## src/rtl/fsm_serial_tx.sv

```systemverilog
// fsm_serial_tx: start/data/parity/stop serial frame transmitter.
// Takes a parallel word over valid/ready and shifts it out LSB-first, framed
// by a low start bit, an optional odd-parity bit and a high stop bit.
// Every output is a flop. The next value of each output is decoded from the
// next state, so the line changes on the same edge as the state register.
module fsm_serial_tx #(
   parameter int DATA_W    = 8,
   parameter bit PARITY_EN = 1'b1
) (
   input  logic              clk,
   input  logic              resetn,
   input  logic              in_valid,
   input  logic [DATA_W-1:0] in_data,
   output logic              in_ready,
   output logic              out,
   output logic              busy,
   output logic              done
);

   localparam int              CNT_W    = $clog2(DATA_W);
   localparam logic [CNT_W-1:0] CNT_LAST = CNT_W'(DATA_W - 1);
   localparam logic [CNT_W-1:0] CNT_ZERO = {CNT_W{1'b0}};
   localparam logic [CNT_W-1:0] CNT_ONE  = CNT_W'(1);

   typedef enum logic [2:0] {
      ST_IDLE   = 3'd0,
      ST_START  = 3'd1,
      ST_DATA   = 3'd2,
      ST_PARITY = 3'd3,
      ST_STOP   = 3'd4
   } state_e;

   // One step of the running parity. The accumulator is seeded with 1, which
   // makes the final value the odd-parity bit.
   function automatic logic par_step(input logic acc, input logic data_bit);
      return acc ^ data_bit;
   endfunction

   state_e              state_q, state_d;
   logic [DATA_W-1:0]   sh_q, sh_d;
   logic [CNT_W-1:0]    cnt_q, cnt_d;
   logic                par_q, par_d;
   logic                out_q, out_d;
   logic                ready_q, ready_d;
   logic                busy_q, busy_d;
   logic                done_q, done_d;
   logic                accept_s;

   // A word is taken only while the registered ready flag is high. That flag
   // is high in IDLE and STOP, so a new frame can follow a stop bit with no gap.
   assign accept_s = in_valid && ready_q;

   // Next-state and datapath update for the frame sequencer.
   always_comb begin
      state_d = state_q;
      sh_d    = sh_q;
      cnt_d   = cnt_q;
      par_d   = par_q;
      case (state_q)
         ST_IDLE: begin
            if (accept_s) begin
               sh_d    = in_data;
               par_d   = 1'b1;
               cnt_d   = CNT_ZERO;
               state_d = ST_START;
            end else begin
               state_d = ST_IDLE;
            end
         end
         ST_START: begin
            state_d = ST_DATA;
         end
         ST_DATA: begin
            sh_d  = {1'b0, sh_q[DATA_W-1:1]};
            par_d = par_step(par_q, sh_q[0]);
            if (cnt_q == CNT_LAST) begin
               cnt_d = CNT_ZERO;
               if (PARITY_EN) begin
                  state_d = ST_PARITY;
               end else begin
                  state_d = ST_STOP;
               end
            end else begin
               cnt_d   = cnt_q + CNT_ONE;
               state_d = ST_DATA;
            end
         end
         ST_PARITY: begin
            state_d = ST_STOP;
         end
         ST_STOP: begin
            if (accept_s) begin
               sh_d    = in_data;
               par_d   = 1'b1;
               cnt_d   = CNT_ZERO;
               state_d = ST_START;
            end else begin
               state_d = ST_IDLE;
            end
         end
         default: begin
            state_d = ST_IDLE;
         end
      endcase
   end

   // Moore output decode of the next state, so outputs can be flops.
   always_comb begin
      out_d   = 1'b1;
      ready_d = 1'b0;
      busy_d  = 1'b1;
      done_d  = 1'b0;
      case (state_d)
         ST_IDLE: begin
            out_d   = 1'b1;
            ready_d = 1'b1;
            busy_d  = 1'b0;
         end
         ST_START: begin
            out_d = 1'b0;
         end
         ST_DATA: begin
            out_d = sh_d[0];
         end
         ST_PARITY: begin
            out_d = par_d;
         end
         ST_STOP: begin
            out_d   = 1'b1;
            ready_d = 1'b1;
            done_d  = 1'b1;
         end
         default: begin
            out_d   = 1'b1;
            ready_d = 1'b1;
            busy_d  = 1'b0;
         end
      endcase
   end

   // State, datapath and output registers. Reset drops any frame in flight
   // and forces the line high immediately.
   always_ff @(posedge clk or negedge resetn) begin
      if (!resetn) begin
         state_q <= ST_IDLE;
         sh_q    <= {DATA_W{1'b0}};
         cnt_q   <= CNT_ZERO;
         par_q   <= 1'b0;
         out_q   <= 1'b1;
         ready_q <= 1'b1;
         busy_q  <= 1'b0;
         done_q  <= 1'b0;
      end else begin
         state_q <= state_d;
         sh_q    <= sh_d;
         cnt_q   <= cnt_d;
         par_q   <= par_d;
         out_q   <= out_d;
         ready_q <= ready_d;
         busy_q  <= busy_d;
         done_q  <= done_d;
      end
   end

   assign in_ready = ready_q;
   assign out      = out_q;
   assign busy     = busy_q;
   assign done     = done_q;

endmodule

```

## config.mk

```make
export PLATFORM = sky130hd
export DESIGN_NAME = fsm_serial_tx
export DESIGN_NICKNAME = d
export VERILOG_FILES = /design/src/rtl/fsm_serial_tx.sv
export SDC_FILE = /design/constraint.sdc
export NUM_CORES = 1
export LEC_CHECK = 0
export ABC_AREA = 0
export BUFFER_PORTS_ARGS = -buffer_cell sky130_fd_sc_hd__clkbuf_2
export CAP_MARGIN = 30
export CORE_UTILIZATION = 46
export CTS_CLUSTER_SIZE = 24
export DETAILED_ROUTE_END_ITERATION = 7
export PLACE_DENSITY_LB_ADDON = 0.08
export SLEW_MARGIN = 25
export SYNTH_ARGS = -nofsm -noshare
export SYNTH_HDL_FRONTEND = slang
export SYNTH_SLANG_ARGS = --single-unit
```

## constraint.sdc

```tcl
create_clock -name clk -period 2.6 [get_ports clk]
set_clock_uncertainty 0.1 [all_clocks]
set_input_delay 0.26 -clock clk [delete_from_list [all_inputs] [get_ports clk]]
set_output_delay 0.26 -clock clk [all_outputs]
set_load 0.05 [all_outputs]
```

Word-level counts from Yosys, hierarchy flattened
Index checks and enable logic that the tools add are counted.
{ "classes": {"n_addsub": 1, "n_eq_ne": 10, "muxes": 14, "bitwise": 1, "reduce_logical": 7} }
{ "op_table": {"columns": ["operator", "count"], "rows": [
  ["case mux 8 bit (2 select lines)", 1],
  ["equality test 3 x 2 -> 1 bit, second input constant", 4],
  ["case mux 3 bit (4 select lines)", 1],
  ["equality test 3 bit, second input constant", 3],
  ["two-way mux 8 bit", 1],
  ["equality test 3 x 1 -> 1 bit, second input constant", 2],
  ["two-way mux 1 bit", 6],
  ["two-way mux 3 bit", 2],
  ["case mux 3 bit (2 select lines)", 1],
  ["OR reduction 4 bit", 1],
  ["adder 3 x 1 -> 3 bit, second input constant", 1],
  ["logical NOT 3 bit", 1],
  ["case mux 1 bit (3 select lines)", 1],
  ["OR reduction 3 bit", 1],
  ["inequality test 2 x 1 -> 1 bit, second input constant", 1],
  ["case mux 1 bit (2 select lines)", 1],
  ["AND reduction 2 bit", 1],
  ["nonzero test 2 bit", 1],
  ["OR reduction 2 bit", 1],
  ["logical AND 1 bit", 1],
  ["XOR 1 bit", 1]
]} }
{ "word_totals": {"regBits": 19, "in_bits": 11, "output_inout_bits": 4} }

Longest topological paths before layout
{ "depth": {"depth_word": 6, "ltp_mapped": 5} }

Worst setup path before layout
OpenSTA, ideal clock, no wires.
{ "synth_path": {"path_kind": "flip-flop to flip-flop", "from": "register cnt_q[0]", "to": "register out_q (netlist: out)", "setup_time_ns": 0.092, "arrival_time_ns": 1.444, "setup_slack_ns": 0.965, "path_stages_with_launch": 6, "path_buffers": 0, "path_cell_list": "dfrtp_1 ha_1 ha_1 or3b_2 a21oi_1 a21oi_1"} }
{ "synth_via": {"elab_chain_len": 5, "elab_cells_between_ends": 7, "cone_classes": "4 x eq/ne; 3 x mux"} }
{ "synth_rtl": {"columns": ["element", "line", "text"], "rows": [
  ["start: declaration", "41", "logic [CNT_W-1:0] cnt_q, cnt_d;"],
  ["start signal: assignment", "156", "cnt_q <= cnt_d;"],
  ["equality test 3 bit (*)", "76", "if (cnt_q == CNT_LAST) begin"],
  ["two-way mux 1 bit (*)", "76", null],
  ["case mux 3 bit (4 select lines) (*)", "59", "case (state_q)"],
  ["equality test 3 x 2 -> 1 bit or equality test 3 x 1 -> 1 bit (tied branches)", "113", "case (state_d)"],
  ["case mux 1 bit (3 select lines) (*)", "113", null],
  ["named net out_d", "43", "logic out_q, out_d;"],
  ["end signal: assignment", "158", "out_q <= out_d;"],
  ["end: declaration", "43", null]
]} }
Mark *: on every way through the listed nets, which the timed path passes. The rest lies on a longest branch.
A chain may end at the register's enable or synchronous reset.

Final worst setup path
Ends and elaborated chain as after synthesis.

==> summary.md <==
| Metric | Value |
|---|---|
| GR Util met3 | `roughly 2.4%` |
| Starting Density | `about 50%` |
| Port bufs | `14` |
| Std-Cell Rows | `15` |
| Largest net degree at the start of global routing | `20` |
| CTS sink cnt | `19` |
| Biggest area consumer among synthesized cells | `dfrtp_1` |
| R2R depth | `5` |
| Flops & latches, synth | `19` |
| Max-slew headroom | `64.1%` |
| TritonCTS Buffers | `3` |
| Vias in the first global route | `548` |
| Number of H-tree levels | `1` |
| Post-synthesis cell count | `71` |
| Cts repair resizes | `0` |
| Cells on Worst Hold Path | `3` |
| P per Cell Area | `about 1300 nW/µm²` |
| Largest cells by area after synthesis | `dfrtp_1 (48%), a22o_1 (8.9%), a21o_1 (5.9%)` |
| Ratio of cells with drive above 1 in the final layout | `approximately 30%` |
| Worst-path clk slew | `about 100 ps` |
| Initial antenna violation count | `0` |
| Post-Place Cells | `106` |
| Final Hold Fails | `0` |
| First-pass GRT wire length | `about 2400 µm` |
| Worst EP required | `about 2700 ps` |
| GRT met1 Usage | `about a quarter` |
| Peak supply drop | `between 0.6 and 0.7 mV` |
| Io pins | `15` |
| Pre-antenna DRT Iters | `4` |
| Clock Latency Late Sink | `around 290 ps` |
| Die area | `2110 µm²` |
| RSZ-0062 raised after global routing | `false` |
| Post-Syn Area | `886 µm²` |
| Min Tclk post-route | `between 1500 and 2000 ps` |
| Crit path launch type | `register` |
| Max-cap violations | `0` |
| Synthesized area per cell | `approximately 12 µm²` |
| GR peak layer | `met2` |
| Initial drt markers | `4` |
| Post-route DRC | `0` |
| Final setup TNS | `0 ps` |
| Final period util | `between 60% and 70%` |
| Total number of yosys warnings | `0` |
| Die height | `approximately 46 µm` |
| Kind of critical path | `register to register` |
| Endpoints failing setup | `0` |
| Antenna Nets Post-Route | `0` |
| Worst EP arrival | `~1900 ps` |
| Min-delay worst type | `input port to register` |
| Core ar. | `about 1800 µm²` |
| Syn_nets | `between 80 and 90` |
| Root Buffer | `clkbuf_4` |
| Global route overflow | `0` |
| Nets | `100` |
| Slew @ Worst Pin | `between 500 and 600 ps` |
| Post-synthesis sequential area ratio | `54.0%` |
| Post-Layout Cell Count | `approximately 110` |
| Vias per Instance | `around 5.3` |
| Setup bufs post-CTS | `0` |
| Result of the run | `finished clean` |
| Distinct cell type count after synthesis | `28` |
| Fill count | `175` |
| GRT Util Overall | `between 10% and 20%` |
| # diodes | `0` |
| Worst Setup End Kind | `register` |
| Wirelength per Cell | `between 10 and 15 µm` |
| Via count | `592` |
| Slew Viols, Final | `0` |
| Detailed-route wire length | `roughly 1400 µm` |
| Met2 Usage GRT | `24.5%` |
| Lkg Pwr | `between 0.5 and 0.6 nW` |
| Fmax | `roughly 570 MHz` |
| Area Overhead vs Synth | `11.3%` |
| Clock Path Buffers | `2` |
| Crit path max fanout | `5` |
| Final HPWL DP | `between 1000 and 1500 µm` |
| Chip width | `between 40 and 50 µm` |
| Yosys top cell area share | `between 40% and 50%` |
| TritonCTS clock tree | `yes` |
| Placer Congestion | `roughly 0.71` |
## kinds of logic (layout without fill, tap and decap cells)
group / after synthesis / after routing / share of synthesized area (%)
fa+ha+maj: 2 / 2 / 2.82
xor+xnor: 2 / 2 / 1.98
flops: 19 / 19 / 54.0
simple gates: 18 / 18 / 14.0
compound gates: 25 / 25 / 22.6
buf+inv: 5 / 20 / 4.66
## synth_stat cells
library cell / number
a21o_1: 7
a21oi_1: 3
a22o_1: 9
a311oi_1: 1
a31o_2: 1
a32o_1: 1
and2_1: 1
and3_1: 1
and4bb_4: 1
buf_4: 2
buf_6: 2
dfrtp_1: 17
dfstp_2: 2
ha_1: 2
inv_1: 1
nand2_1: 2
nand2b_1: 2
nand3b_1: 1
nor2_1: 5
nor2_2: 1
nor3_1: 1
nor3b_4: 1
nor4bb_1: 1
o21ai_2: 1
o21ba_2: 1
o21bai_1: 1
or3b_2: 1
xnor2_1: 2
## final timing paths
path,from,to,slack (ps)
max,cnt_q[0]$_DFFE_PN0P_,out$_DFF_PN1_,850
min,in_data[0],sh_q[0]$_DFF_PN0_,60
max reg2reg,cnt_q[0]$_DFFE_PN0P_,out$_DFF_PN1_,850
min reg2reg,sh_q[2]$_DFFE_PN0P_,sh_q[2]$_DFFE_PN0P_,390
max in group asynchronous,resetn,in_ready$_DFF_PN1_,1720
min in group asynchronous,resetn,sh_q[0]$_DFF_PN0_,340
## metrics by stage
stage               utilization [%]  area [µm²]  hold slack, ps  setup slack (ps)  power, mW
floorplan                         -         886            -136               965       1.03
global placement               53.8         950             130               840       1.09
detailed placement             53.8         950             129               865       1.11
CTS                            55.9         986            52.4               842       1.26
global route                   55.9         986            77.3               732       1.34
finish                         55.9         986            62.2               855       1.24
## report_power, final
part           leakage [nW]  internal (mW)  switching (mW)
Clock                0.0150         0.0596          0.0871
Combinational         0.255          0.252           0.317
Sequential            0.238          0.430          0.0960
## metal layers
| metal | up-vias | wire, µm |
|---|---|---|
| li1 | 291 | - |
| met2 | 8 | 661 |
| met1 | 291 | 717 |
| met4 | 0 | 21 |
| met5 | - | 0 |
| met3 | 2 | 30 |
## cell usage in the layout (no fill, tap or decap), drive strengths merged, types with 2 or more instances in the layout
master  synthesis  layout
nand2           2       2
a22o            9       9
clkbuf          0      18
nor2            6       6
dfstp           2       2
ha              2       2
dfrtp          17      17
a21oi           3       3
xnor2           2       2
nand2b          2       2
a21o            7       7
## state kept, by name (all words and copies together) (netlist names)
register  cells
sh_q          8
busy          1
par_q         1
in_ready      1
done          1
cnt_q         3
out           1
state_q       3
## timing repair
item | CTS | global route
endpoints found under the hold margin | 17 | 0
hold buffers | 1 | 0
setup endpoints to repair | 0 | 0
## area by class of cell
type / instances / area (µm²) / area share, %
clock buffer: 4 / 26.3 / 2.66
inverter: 1 / 3.75 / 0.381
multi-input combinational: 47 / 367 / 37.2
sequential: 19 / 478 / 48.5
tap: 25 / 31.3 / 3.17
timing repair buffer: 15 / 80.1 / 8.12
## critical path: stages (launching register included)
cell and delay (ps):
dfrtp_1 420, ha_1 210, ha_1 230, or3b_2 470, a21oi_1 160, a21oi_1 80
Power figures use the tool's default switching activity.
